**config.mk**
```make
export PLATFORM = sky130hd
export DESIGN_NAME = pipe_skid_stage_flat
export DESIGN_NICKNAME = d
export VERILOG_FILES = /design/src/rtl/pipe_skid_stage_if.sv /design/src/rtl/pipe_skid_stage.sv /design/src/flat_wrapper.sv
export SDC_FILE = /design/constraint.sdc
export NUM_CORES = 1
export LEC_CHECK = 0
export CAP_MARGIN = 40
export CORE_MARGIN = 5
export CORE_UTILIZATION = 40
export CTS_CLUSTER_DIAMETER = 30
export DETAILED_ROUTE_END_ITERATION = 16
export HOLD_SLACK_MARGIN = 0.1
export MAX_ROUTING_LAYER = met4
export PLACE_DENSITY = 0.68
export SLEW_MARGIN = 25
export SYNTH_ARGS = -nofsm -noshare
export SYNTH_HDL_FRONTEND = slang
export SYNTH_SLANG_ARGS = --single-unit
```
**constraint.sdc**
```tcl
create_clock -name clk -period 2.32 [get_ports clk]
set_input_delay 0.464 -clock clk [delete_from_list [all_inputs] [get_ports clk]]
set_output_delay 0.464 -clock clk [all_outputs]
set_load 0.02 [all_outputs]
```
**src/rtl/pipe_skid_stage_if.sv**
```systemverilog
// Valid/ready beat channel carrying an instruction payload and its address.
// The master drives the beat and the slave returns ready.
interface pipe_skid_stage_if #(
  parameter int DATA_W = 32,
  parameter int ADDR_W = 32
);
  logic              valid;
  logic              ready;
  logic [DATA_W-1:0] data;
  logic [ADDR_W-1:0] addr;

  modport master (
    output valid,
    output data,
    output addr,
    input  ready
  );

  modport slave (
    input  valid,
    input  data,
    input  addr,
    output ready
  );
endinterface

```
**src/rtl/pipe_skid_stage.sv**
```systemverilog
// Front-end pipeline stage register with a 2-entry skid buffer, flush/stall
// control and a saturating bubble counter.
module pipe_skid_stage #(
  parameter int                DATA_W  = 32,
  parameter int                ADDR_W  = 32,
  parameter logic [DATA_W-1:0] NOP_VAL = 32'h0000_0013,
  parameter int                CNT_W   = 16
) (
  input  logic             clk,
  input  logic             rst_n,
  pipe_skid_stage_if.slave  up,
  pipe_skid_stage_if.master dn,
  input  logic             flush,
  input  logic             stall,
  output logic             out_flushed,
  output logic [CNT_W-1:0] bubble_cnt
);

  logic              r_main_valid;
  logic              r_skid_valid;
  logic [DATA_W-1:0] r_main_data;
  logic [ADDR_W-1:0] r_main_addr;
  logic [DATA_W-1:0] r_skid_data;
  logic [ADDR_W-1:0] r_skid_addr;
  logic              r_flushed;
  logic [CNT_W-1:0]  r_bcnt;

  logic w_acc_in;
  logic w_drain;
  logic w_empty;
  logic w_one;
  logic w_full;
  logic w_bubble;

  assign w_acc_in = up.valid & ~r_skid_valid;
  assign w_drain  = r_main_valid & dn.ready & ~stall;
  assign w_empty  = ~r_main_valid & ~r_skid_valid;
  assign w_one    = r_main_valid & ~r_skid_valid;
  assign w_full   = r_main_valid & r_skid_valid;
  assign w_bubble = dn.ready & ~r_main_valid & ~flush;

  assign up.ready    = ~r_skid_valid;
  assign dn.valid    = r_main_valid;
  assign dn.data     = r_main_data;
  assign dn.addr     = r_main_addr;
  assign out_flushed = r_flushed;
  assign bubble_cnt  = r_bcnt;

  always_ff @(posedge clk) begin
    if (!rst_n) begin
      r_main_valid <= 1'b0;
      r_skid_valid <= 1'b0;
      r_main_data  <= NOP_VAL;
      r_main_addr  <= '0;
      r_skid_data  <= NOP_VAL;
      r_skid_addr  <= '0;
      r_flushed    <= 1'b1;
      r_bcnt       <= '0;
    end else begin
      r_flushed <= flush;
      if (w_bubble && !(&r_bcnt))
        r_bcnt <= r_bcnt + 1'b1;
      if (flush) begin
        r_main_valid <= 1'b0;
        r_skid_valid <= 1'b0;
        r_main_data  <= NOP_VAL;
        r_main_addr  <= '0;
      end else begin
        unique case (1'b1)
          w_empty: begin
            if (w_acc_in) begin
              r_main_valid <= 1'b1;
              r_main_data  <= up.data;
              r_main_addr  <= up.addr;
            end
          end
          w_one: begin
            if (w_acc_in && w_drain) begin
              r_main_data <= up.data;
              r_main_addr <= up.addr;
            end else if (w_acc_in) begin
              r_skid_valid <= 1'b1;
              r_skid_data  <= up.data;
              r_skid_addr  <= up.addr;
            end else if (w_drain) begin
              r_main_valid <= 1'b0;
              r_main_data  <= NOP_VAL;
              r_main_addr  <= '0;
            end
          end
          w_full: begin
            if (w_drain) begin
              r_main_data  <= r_skid_data;
              r_main_addr  <= r_skid_addr;
              r_skid_valid <= 1'b0;
            end
          end
          default: ;
        endcase
      end
    end
  end

  // A skid entry without a main entry would reorder beats
  a_legal_state: assert property (
    @(posedge clk) disable iff (!rst_n)
    !(!r_main_valid && r_skid_valid)
  );

endmodule

```
**src/flat_wrapper.sv**
```systemverilog
// flat-port wrapper written by rule: the top's interface ports become plain ports
module pipe_skid_stage_flat 
#(
  parameter int                DATA_W  = 32,
  parameter int                ADDR_W  = 32,
  parameter logic [DATA_W-1:0] NOP_VAL = 32'h0000_0013,
  parameter int                CNT_W   = 16
)
  (clk, rst_n, flush, stall, out_flushed, bubble_cnt, up_valid, up_data, up_addr, up_ready, dn_valid, dn_data, dn_addr, dn_ready);
  pipe_skid_stage_if #(.DATA_W(DATA_W), .ADDR_W(ADDR_W)) up_i ();
  pipe_skid_stage_if #(.DATA_W(DATA_W), .ADDR_W(ADDR_W)) dn_i ();
  input  logic clk;
  input  logic rst_n;
  input  logic flush;
  input  logic stall;
  output logic out_flushed;
  output logic [CNT_W-1:0] bubble_cnt;
  input wire logic [$bits(up_i.valid)-1:0] up_valid;
  input wire logic [$bits(up_i.data)-1:0] up_data;
  input wire logic [$bits(up_i.addr)-1:0] up_addr;
  output wire logic [$bits(up_i.ready)-1:0] up_ready;
  output wire logic [$bits(dn_i.valid)-1:0] dn_valid;
  output wire logic [$bits(dn_i.data)-1:0] dn_data;
  output wire logic [$bits(dn_i.addr)-1:0] dn_addr;
  input wire logic [$bits(dn_i.ready)-1:0] dn_ready;
  assign up_i.valid = up_valid;
  assign up_i.data = up_data;
  assign up_i.addr = up_addr;
  assign up_ready = up_i.ready;
  assign dn_valid = dn_i.valid;
  assign dn_data = dn_i.data;
  assign dn_addr = dn_i.addr;
  assign dn_i.ready = dn_ready;
  pipe_skid_stage #(.DATA_W(DATA_W), .ADDR_W(ADDR_W), .NOP_VAL(NOP_VAL), .CNT_W(CNT_W)) u_core (.clk(clk), .rst_n(rst_n), .up(up_i), .dn(dn_i), .flush(flush), .stall(stall), .out_flushed(out_flushed), .bubble_cnt(bubble_cnt));
endmodule
```
# After elaboration in Yosys (flattened, before gate mapping)
# Index checks and enable logic that the tools add are counted.
dict set report word_totals {
  register_bits 147
  output_inout_bits 83
  elab_cells 62
}
dict set report classes {
  add_sub_neg 1
  eq_ne 8
  mux 19
  bitwise 14
  reduce_logical 12
}
# cell count
set ops {}
lappend ops {{$mux 32} 10}
lappend ops {{$pmux 32 s3} 2}
lappend ops {{$add 16x1->16 const B} 1}
lappend ops {{$reduce_and 16->1} 1}
lappend ops {{$reduce_and 5->1} 2}
lappend ops {{$and 1x1->1} 8}
lappend ops {{$ne 2x1->1 const B} 4}
lappend ops {{$reduce_and 4->1} 2}
lappend ops {{$not 1->1} 6}
lappend ops {{$mux 1} 5}
lappend ops {{$ne 2x2->1 const B} 2}
lappend ops {{$pmux 1 s2} 2}
lappend ops {{$reduce_bool 2->1} 2}
lappend ops {{$ne 3x2->1 const B} 1}
lappend ops {{$ne 3x3->1 const B} 1}
lappend ops {{$reduce_bool 3->1} 1}
lappend ops {{$logic_and 1x1->1} 2}
lappend ops {{$reduce_or 2->1} 1}
lappend ops {{$logic_not 1->1} 1}

# Depth between registers and ports, before layout
dict set report logic_depth {
  word_depth 6
  depth_mapped 7
}

# Worst setup path after synthesis
# OpenSTA, ideal clock, no wires.
dict set report synth_timing {
  kind {input-to-reg}
  start {in flush}
  end {reg u_core.r_bcnt[13] (netlist: u_core.bubble_cnt[13])}
  arrival_ns 2.050
  required_time_ns 2.250
  setup_slack_ns 0.200
  path_stages 6
  n_path_buf 2
  cell_sequence {or3b_1 > clkbuf_1 > or4_1 > clkbuf_2 > or4_1 > a21oi_1}
}
dict set report synth_between {
  elab_chain_cells 3
}
# element line_no
set synth_lines {}
lappend synth_lines {{from (decl)} flat_wrapper.sv:14} ;# input logic flush;
lappend synth_lines {{$not 1->1 (no source line)} n/a}
lappend synth_lines {{$and 1x1->1} pipe_skid_stage.sv:40} ;# assign w_bubble = dn.ready & ~r_main_valid & ~flush;
lappend synth_lines {{$logic_and 1x1->1} pipe_skid_stage.sv:61} ;# if (w_bubble && !(&r_bcnt))
lappend synth_lines {{to (signal assigned)} pipe_skid_stage.sv:62} ;# r_bcnt <= r_bcnt + 1'b1;
lappend synth_lines {{to (decl)} pipe_skid_stage.sv:26} ;# logic [CNT_W-1:0] r_bcnt;
# Every way passes these cells.
# A chain may end at the register's enable or synchronous reset.

# Worst setup path in the final report
dict set report layout_timing {
  start {in dn_ready}
  end {reg u_core.r_bcnt[13] (netlist: u_core.bubble_cnt[13])}
}
dict set report layout_between {
  elab_chain_cells 3
}
# element line_no
set layout_lines {}
lappend layout_lines {{from (decl)} flat_wrapper.sv:25} ;# input wire logic [$bits(dn_i.ready)-1:0] dn_ready;
lappend layout_lines {{$and 1x1->1 (2 in series)} pipe_skid_stage.sv:40}
lappend layout_lines {{$logic_and 1x1->1} pipe_skid_stage.sv:61}
# Every way passes these cells.

==> flow_summary_export.csv <==
group,metric,value,unit
outcome,outcome,"complete, no violations",
cells_and_area,regArea,0.002943,sq mm
global_route,antenna_found_initial,0,
place,dp_hpwl,10720,microns
clock_network,clkTransAtPathRegs,0.05,ns
worst_hold_path,hold_path_depth,2,
timing,fmax,0.4547,GHz
power_and_ir_drop,p_clk_frac,0.420,
floorplanning,dieArea,0.01691,sq mm
setup_path,ff2ff_setup_slack,0.35,ns
floorplanning,die_x,130.0,microns
setup_path,crit_path_max_fanout,7,
global_route,grt_pass1_vias,5406,
detailed_routing,wl,16220,microns
setup_path,worstSetupStartpoint,"dn_ready",
logic_synthesis,synth_cell_types,40,
detailed_routing,via_per_inst,5.467,
logic_synthesis,synth_edf_count,0,
setup_path,r2r_cells,4,
logic_synthesis,synthTopCellsByArea,"dfxtp_1 51%, nand2_1 8.8%, a211oi_1 8.3%, a22oi_1 7.9%, a21oi_1 6.5%",
timing,fin_crit_sh,0.9480,
power_and_ir_drop,ir_worst_vdd,0.0004401,V
worst_hold_path,hold_end,"u_core.r_skid_data[30]$_SDFFE_PN0P_",
logic_synthesis,yosysSeqAreaShare,0.5106,
clock_network,cts.sinks,147,
cells_and_area,final_layout_size_suffix_gt1_frac,0.06859,
timing,hold_ws,0.4511,ns
detailed_routing,first_iter_violations,399,
logic_synthesis,yosys.area.top_type_share,0.5106,
cells_and_area,diodes,0,
logic_synthesis,syn_avg_cell_area,8.401,sq um
power_and_ir_drop,p_sw,1.351,mW
timing,grt_setup_unrepaired,"false",
place,pre_cts_slack,-0.3064,ns
cells_and_area,fillers,1277,
detailed_routing,postRouteAntennaNets,0,
clock_network,root_buffer,"clkbuf_16",
cells_and_area,nets,890,
setup_path,r2r_end,"u_core.bubble_cnt[13]$_SDFFE_PN0P_",
setup_path,arrival,2.53,ns
detailed_routing,num_vias,5527,
logic_synthesis,synthCells,686,
clock_network,clockBufferDepth,2,
power_and_ir_drop,p_sw_frac,0.2364,
global_route,overflow,0,
detailed_routing,drc,0,
cells_and_area,multiInputGateArea,0.002601,sq mm
power_and_ir_drop,finalPower,5.713,mW
power_and_ir_drop,p_per_area,705.7,mW/mm^2
clock_network,postCtsHoldBufs,0,
power_and_ir_drop,leakagePower,2.792,nW
cells_and_area,syn2layout_area_growth,40.49,%
cells_and_area,final_cell_mix,"152 x clkdlybuf4s50_1, 147 x dfxtp_1, 135 x nand2_1, 75 x a21oi_1, 64 x a211oi_1",
cells_and_area,final_common_cell,"clkdlybuf4s50_1",
floorplanning,die_h,130.0,microns
clock_network,numCtsBuffers,17,
timing,tightest_slew,0.7069,ns
worst_hold_path,min_path_type,"flop to flop",
timing,finClkSkew,0.01028,ns
timing,max_slew_margin,0.5251,
logic_synthesis,syn_area,0.005763,sq mm
power_and_ir_drop,pwr-share-seq,0.462,
logic_synthesis,yosysWarnings,0,
global_route,grt_max_degree,75,
timing,layout_min_cycle_time,2.199,ns
floorplanning,pin_count,153,
global_route,grt_pass1_wl,26250,microns
clock_network,insertion_delay,0.41,ns
timing,final_hold_viol_count,0,
clock_network,htreeDepth,4,
timing,drv_slew,0,
setup_path,r2r-start,"u_core.dn.valid$_SDFFE_PP0P_",
floorplanning,rows,43,
detailed_routing,wl_per_cell,16.05,microns
power_and_ir_drop,p_int,4.363,mW
place,gp_congestion,0.7935,
worst_hold_path,hp-start,"u_core.r_skid_data[30]$_SDFFE_PN0P_",
logic_synthesis,ys.flop_type,"dfxtp_1",
cells_and_area,final_area,0.008097,sq mm
power_and_ir_drop,combinationalPowerShare,0.118,
global_route,grt_usage,0.1978,
logic_synthesis,ys_ff_latch,147,
place,io_buffers,152,
setup_path,path_class,"primary input to flop",
clock_network,cts_tree,"built",
timing,fin_ws,0.1205,ns
clock_network,cts_resized,0,
logic_synthesis,yosysTopAreaCell,"dfxtp_1",
timing,setup_viol_count_final,0,
run,cap_violations,0,
clock_network,post-cts-setup-buffers,0,
setup_path,crit_path_start_kind,"primary input",
detailed_routing,dr.pass1.iters,5,
setup_path,end_kind,"flop",
floorplanning,coreArea,0.01399,sq mm
logic_synthesis,ys_async_sr_fraction,0,
setup_path,critPathRequiredTime,2.65,ns
floorplanning,initial_core_util,0.4120,
logic_synthesis,synth_fp_nets,757,
place,placed_area,0.007552,sq mm
## power by group through the flow
stage               Clock (mW)  Sequential, mW  Combinational (mW)
finish                    2.40            2.64               0.673
global route              2.58            2.65               0.732
CTS                       2.45            2.64               0.670
detailed placement           0            2.69               0.667
global placement             0            2.69               0.659
floorplan                    0            2.76               0.257
## cell usage after synthesis, drive strengths merged (2+ instances only)
| cell | number |
|---|---|
| a21oi | 75 |
| nor4 | 3 |
| dfxtp | 147 |
| nand3 | 9 |
| buf | 3 |
| nor2 | 63 |
| inv | 7 |
| o31ai | 8 |
| a22oi | 61 |
| or4 | 9 |
| nand4 | 5 |
| and4 | 2 |
| o21ai | 8 |
| o211ai | 2 |
| nand2b | 2 |
| clkbuf | 59 |
| or3 | 4 |
| nand2 | 135 |
| o21a | 2 |
| a211oi | 64 |
| o32ai | 2 |
## cell families (layout without fill, tap and decap cells)
logic type / count (synthesis) / after routing / share of synthesized area
buffers and inverters: 69 / 214 / 0.04516
AOI/OAI and AO/OA: 227 / 227 / 0.2614
and+or+nand+nor: 240 / 240 / 0.1774
DFF: 147 / 147 / 0.5106
adders and majority gates: 1 / 1 / 0.002171
muxes: 1 / 1 / 0.001737
xor gates and xnor gates: 1 / 1 / 0.001520
## how the worst max path moves through the flow
stage                                                     to  slack [ns]  depth (start not counted)
after floorplan           u_core.bubble_cnt[13]$_SDFFE_PN0P_        0.20                          6
after global placement    u_core.bubble_cnt[13]$_SDFFE_PN0P_       -0.25                          5
after detailed placement  u_core.bubble_cnt[13]$_SDFFE_PN0P_       -0.31                          5
after CTS                 u_core.bubble_cnt[13]$_SDFFE_PN0P_        0.12                          5
after global routing      u_core.bubble_cnt[13]$_SDFFE_PN0P_        0.05                          5
final                     u_core.bubble_cnt[13]$_SDFFE_PN0P_        0.12                          5
## per-layer routing
| metal | wire (microns) | global-route usage |
|---|---|---|
| met1 | 7244 | 0.2406 |
| met2 | 7913 | 0.3274 |
| met3 | 852 | 0.04339 |
| met4 | 211 | 0.06296 |
| met5 | 0 | - |
## metrics by stage
stage	instances	setup TNS, ns	utilization
floorplan	686	0	-
global placement	979	-0.7183	0.5399
detailed placement	979	-1.114	0.5399
CTS	1010	0	0.5768
global route	1011	0	0.5788
finish	1011	0	0.5788
## critical path, stage by stage
cell and delay, ns:
clkdlybuf4s50_1 0.50, or3b_1 0.37, or4_1 0.54, or4_1 0.50, a21oi_1 0.15
## layout make-up
class | count | area share
well taps | 180 | 0.02782
repair buffers | 176 | 0.2204
flip-flops and latches | 147 | 0.3635
inverters | 7 | 0.003245
clock inverters | 5 | 0.003400
clock buffers | 26 | 0.06042
multi-input cells | 470 | 0.3213
## flip-flops by register name, summed over array words and instances, names as in the netlist
register / count
u_core.bubble_cnt: 16
u_core.dn.addr: 32
u_core.dn.data: 32
u_core.dn.valid: 1
u_core.out_flushed: 1
u_core.r_skid_addr: 32
u_core.r_skid_data: 32
u_core.r_skid_valid: 1
No activity file was read; power rests on OpenSTA's default activity.
==> RTL edit 1: new RTL, config.mk and constraints unchanged <==
`CNT_W` is set to 16 in 2 places; all go to 18.
--- a/src/rtl/pipe_skid_stage.sv
+++ b/src/rtl/pipe_skid_stage.sv
@@ -5,5 +5,5 @@
   parameter int                ADDR_W  = 32,
   parameter logic [DATA_W-1:0] NOP_VAL = 32'h0000_0013,
-  parameter int                CNT_W   = 16
+  parameter int                CNT_W   = 18
 ) (
   input  logic             clk,
--- a/src/flat_wrapper.sv
+++ b/src/flat_wrapper.sv
@@ -5,5 +5,5 @@
   parameter int                ADDR_W  = 32,
   parameter logic [DATA_W-1:0] NOP_VAL = 32'h0000_0013,
-  parameter int                CNT_W   = 16
+  parameter int                CNT_W   = 18
 )
   (clk, rst_n, flush, stall, out_flushed, bubble_cnt, up_valid, up_data, up_addr, up_ready, dn_valid, dn_data, dn_addr, dn_ready);
Interface: changed (resized bubble_cnt); port bits go from 153 to 155. The function was not compared with the original's and may differ.
==> RTL edit 1 against the unedited design <==
  * Total power rose by 9.4%
  * Clock skew fell by 6.0 ps
  * Setup slack improved by 110 ps
  * Routed wire length rose by 0.81%
  * Maximum frequency rose by 5.3%
  * Count of clock-buffer cells in the layout fell by 3
  * Hold slack improved by 1.3 ps
  * Sequential cell count rose by 2
  * Cell area rose by 3.2%
  * Via count barely moved
  * Area after synthesis rose by 2.7%
  * Critical path depth fell by 4
  * Synthesized cell count rose by 2.0%
==> RTL edit 1: results (changes against the unedited design) <==
Drt
The mean number of vias per cell was 5.36 (-1.9%). The routed wire length on met2 came to 7710 microns (-2.6%). The number of DRC violations after detailed-routing iteration 0 is 402 (+0.75%). The detailed-route via count is 5,525 (-0.036%). The wire length on met3 came to 1060 microns (+25%). The routed length per placed instance is 15.9 microns (-1.1%). The met1 routed wirelength after detailed routing was 7260 microns (+0.19%).

Yosys
The post-synthesis sequential area ratio is 0.504 (-0.00673). The area fraction in compound gates after synthesis is 0.245 (-0.0162). The net count after synthesis came to 771 (+1.8%).

Yosys attributes the largest share of cell area to sky130_fd_sc_hd__dfxtp_1, sky130_fd_sc_hd__nand2_1, sky130_fd_sc_hd__a211oi_1, sky130_fd_sc_hd__a22oi_1, sky130_fd_sc_hd__a21oi_1. The number of standard cells after synthesis is 700 (+2.0%). The portion of netlist area occupied by mux cells is 0.00338 (+0.00165). After synthesis, the most frequently instantiated cells are sky130_fd_sc_hd__dfxtp_1, sky130_fd_sc_hd__nand2_1, sky130_fd_sc_hd__a21oi_1, sky130_fd_sc_hd__nor2_1, sky130_fd_sc_hd__a211oi_1.

Place
The total placed instance area came to 0.00771 sq mm (+2.1%). The global placement routability congestion came to 0.855 (+7.7%). The number of cells after detailed placement is 998 (+1.9%). The count of port buffers added during placement came to 154 (+1.3%). The post-detailed-placement half-perimeter wirelength is 10,900 microns (+1.8%).

Timing
The post-route worst setup slack is 232 ps (+112 ps). The setup skew after layout came to 4.27 ps (-6.01 ps). The transition time of the tightest slew-check pin is 436 ps (-271 ps).

Finish
The number of nets in the final layout is 905 (+1.7%). The layout cell share with drive strength beyond 1 is 0.0792 (+0.0106).

Critical path
The startpoint identified for the worst register-to-register timing path is u_core.bubble_cnt[0]. The worst setup path startpoint is u_core.dn.valid. The peak per-stage delay on the critical path is 680 ps (+140 ps). STA classifies the critical path startpoint as a flop. The setup slack on the worst flop-to-flop path is 450 ps (+100 ps). The maximum fanout encountered on the critical timing path is 12 (+5). The length in cells of the worst reg-to-reg path is 7 (+3). The cell type of the slowest stage on the worst timing path is sky130_fd_sc_hd__clkdlybuf4s50_1. The capture point of the worst path is dn_valid. The kind of cell with the highest combined delay on the critical path is buffers and inverters. The data arrival time of the worst path came to 1620 ps (-910 ps).

Global route
The met3 layer usage reported by global route is 0.0589 (+0.0155). The global-route wire length before repair is 27,200 microns (+3.5%). The pin count of the biggest net entering global routing was 76 (+1.3%).

The global routing met2 resource utilization was 0.295 (-0.0328). The met1 track utilization from global routing is 0.242 (+0.00156). The overall fraction of global-route tracks in use came to 0.194 (-0.00413). The via count of the first global-routing pass is 5,363 (-0.80%).

Pwr
The cell-internal power is 4.82 mW (+11%). The peak ir drop on the vdd network came to 0.000470 V (+6.8%). The leakage power is 2.92 nW (+4.7%).

Min path
In this run the most critical hold path is launched from u_core.r_skid_addr[20].

Run status
The run finished with clean final reports.

CTS
The total number of H-tree levels is 4 (unchanged).
## RTL edit 1: cell count changes in the layout (fill, tap and decap cells not counted), moves of 7 or more
cell                      delta
sky130_fd_sc_hd__or4_1       -8
sky130_fd_sc_hd__buf_4      -10
sky130_fd_sc_hd__nand2_1     +8
sky130_fd_sc_hd__nor2_1      +9
sky130_fd_sc_hd__o31ai_1     -7
## RTL edit 1: worst min path at each step
stage / slack (ps) / cells past startpoint / endpoint
after CTS: 450 / 2 / u_core.r_skid_data[25]
after global placement: 440 / 2 / u_core.r_skid_data[13]
after floorplan: 440 / 2 / u_core.r_skid_addr[0]
final: 450 / 2 / u_core.r_skid_addr[20]
after detailed placement: 450 / 2 / u_core.r_skid_addr[8]
after global routing: 470 / 2 / u_core.r_skid_addr[20]
## RTL edit 1: kinds of logic after synthesis
logic type	count (synthesis)
mux	2
simple gates	259
fa+ha+maj	1
xor+xnor	5
flops	149
buf+inv	64
compound gates	220
## RTL edit 1: power by group through the flow
stage               clock network, mW  logic, mW  registers [mW]
floorplan                           0      0.276            2.80
global placement                    0      0.680            2.73
detailed placement                  0      0.688            2.74
CTS                              2.93      0.694            2.68
global route                     3.04      0.752            2.69
finish                           2.88      0.693            2.68
## RTL edit 1: what timing repair did
action,4_1_cts,5_1_grt
setup endpoints to repair,1,0
gates resized for setup,1,0
hold buffers,0,0
## RTL edit 1: final cells by class
class                      count  area (sq um)
fill                        1311          6170
sequential                   149          2980
multi-input combinational    487          2670
timing repair buffer         173          1820
clock buffer                  23           508
tap                          184           230
clock inverter                 8           120
inverter                       6          22.5
## RTL edit 1: tightest hold or removal path: stages (launching register included)
cell	delay, ps
sky130_fd_sc_hd__dfxtp_1	300
sky130_fd_sc_hd__nand2_1	50
sky130_fd_sc_hd__a21oi_1	50
==> RTL edit 2: new RTL, same settings <==
Without the edit above. Register the output `bubble_cnt` once more, cleared by the reset; this adds one clock of latency there. The other outputs are not delayed to match.
--- a/src/rtl/pipe_skid_stage.sv
+++ b/src/rtl/pipe_skid_stage.sv
@@ -45,5 +45,11 @@
   assign dn.addr     = r_main_addr;
   assign out_flushed = r_flushed;
-  assign bubble_cnt  = r_bcnt;
+  always_ff @(posedge clk) begin
+    if (!rst_n) begin
+      bubble_cnt <= '0;
+    end else begin
+      bubble_cnt <= r_bcnt;
+    end
+  end
 
   always_ff @(posedge clk) begin
Behaviour: not the same (Yosys sat finds a counterexample within 4 cycles, from zero or initial values and one cycle with rst_n low).
==> RTL edit 2 against the unedited design <==
  * Cell area grew 9.3%
  * Critical path depth shrank 4
  * Synthesized cell count grew 3.8%
  * Setup slack gained 29 ps
  * Clock skew shrank 3.8 ps
  * Total power grew 13%
  * Sequential cell count grew 16
  * Routed wire length grew 1.1%
  * Count of clock-buffer cells in the layout shrank 9
  * Utilization shrank 1.4 points
  * Area after synthesis grew 9.5%
  * Largest power group unchanged
==> RTL edit 2: results (changes against the unedited design) <==
Drt
The total wire length after detailed routing is 16,400 microns (+1.1%). The routed wire length on met2 was 7970 microns (+0.66%). The number of iterations in the first detailed-routing pass is 4 (-1). The wire length on met3 is 1010 microns (+18%). The number of DRC violations after detailed-routing iteration 0 is 343 (-14%). The met1 routed wirelength after detailed routing is 7150 microns (-1.3%).

Timing
The transition time of the tightest slew-check pin is 598 ps (-109 ps). The setup skew after layout is 6.44 ps (-3.84 ps). The worst hold margin was 452 ps (+1.11 ps).

Pwr
The peak ir drop on the vdd network is 0.000463 V (+5.1%). The leakage power is 3.19 nW (+14%).

Place
The global placement routability congestion was 0.802 (+1.1%). The post-detailed-placement half-perimeter wirelength is 10,600 microns (-1.2%).

Global route
The met3 layer usage reported by global route is 0.0438 (+0.000444). The via count of the first global-routing pass was 4,991 (-7.7%). The global-route wire length before repair is 25,800 microns (-1.6%). The pin count of the biggest net entering global routing came to 71 (-5.3%).

Critical path
The data arrival time of the worst path is 1710 ps (-820 ps). The worst register-to-register path ends at u_core.r_bcnt[6]. The peak per-stage delay on the critical path is 700 ps (+160 ps). The kind of cell with the highest combined delay on the critical path is buffers and inverters.

The length in cells of the worst reg-to-reg path was 6 (+2).

Min path
The worst hold path begins at u_core.r_skid_data[16].

Run status
The run finished with clean final reports.

Finish
The fill cell total of the finished layout is 1,445 (+13%). The number of nets in the final layout is 923 (+3.7%). The layout cell share with drive strength beyond 1 came to 0.104 (+0.0355).

Yosys
The commonest cells after synthesis are sky130_fd_sc_hd__dfxtp_1, sky130_fd_sc_hd__nand2_1, sky130_fd_sc_hd__nor2_1, sky130_fd_sc_hd__a21oi_1, sky130_fd_sc_hd__a211oi_1. The net count after synthesis is 783 (+3.4%). The post-synthesis sequential area ratio was 0.517 (+0.00662).
==> RTL edit 2: cell count changes in the layout (fill, tap and decap cells not counted), moves of 4 or more <==
cell                       before  now
sky130_fd_sc_hd__dfxtp_1      147  163
sky130_fd_sc_hd__and2_1         0   14
sky130_fd_sc_hd__nor2_1        63   73
sky130_fd_sc_hd__a21oi_1       75   66
sky130_fd_sc_hd__buf_12         5   14
sky130_fd_sc_hd__or4_1          9    0
sky130_fd_sc_hd__o31ai_1        8    0
sky130_fd_sc_hd__clkbuf_1       6    0
sky130_fd_sc_hd__mux2_2         0    6
sky130_fd_sc_hd__inv_6          0    4
sky130_fd_sc_hd__nand4_1        5    1
sky130_fd_sc_hd__nor3_1         1    5
sky130_fd_sc_hd__or3_1          4    0
==> RTL edit 2: power by group <==
group | leakage [nW] | switching (mW) | internal [mW] | total (mW)
combinational | 1.57 | 0.356 | 0.360 | 0.715
clock | 0.290 | 1.21 | 1.62 | 2.82
sequential | 1.32 | 0.0404 | 2.87 | 2.91
total | 3.19 | 1.60 | 4.85 | 6.45
==> RTL edit 2: layout make-up <==
type / instances / area, sq um / area share
Sequential cell: 163 / 3260 / 0.369
Multi-Input combinational cell: 482 / 2780 / 0.314
Timing Repair Buffer: 181 / 1910 / 0.216
Clock buffer: 17 / 425 / 0.0481
Tap cell: 216 / 270 / 0.0305
Clock inverter: 15 / 171 / 0.0194
Inverter: 7 / 26.3 / 0.00297
==> RTL edit 2: stage by stage <==
| step | setup WS [ps] | power, mW | instance area [sq um] | utilization | std cells |
|---|---|---|---|---|---|
| 3_5_place_dp | 60.5 | 3.69 | 8250 | 0.527 | 1049 |
| 3_3_place_gp | 104 | 3.69 | 8250 | 0.527 | 1049 |
| 4_1_cts | 103 | 6.54 | 8850 | 0.565 | 1081 |
| 2_1_floorplan | 542 | 3.32 | 6310 | - | 712 |
| 6_report | 150 | 6.45 | 8850 | 0.565 | 1081 |
| 5_1_grt | 86.9 | 6.71 | 8850 | 0.565 | 1081 |
==> RTL edit 2: worst max path at each step <==
stage | startpoint | end | cells past startpoint
2_1_floorplan | u_core.r_bcnt[0] | u_core.r_bcnt[6] | 6
3_3_place_gp | dn_ready | u_core.r_bcnt[3] | 6
3_5_place_dp | dn_ready | u_core.r_bcnt[15] | 5
4_1_cts | u_core.dn.valid | dn_valid | 1
5_1_grt | u_core.dn.valid | dn_valid | 1
6_report | u_core.dn.valid | dn_valid | 1
==> RTL edit 2: cell families after synthesis <==
family | share of synthesized area
fa+ha+maj | 0.00198
mux | 0.0190
xor+xnor | 0.00139
buf+inv | 0.0490
flops | 0.517
simple gates | 0.190
compound gates | 0.222
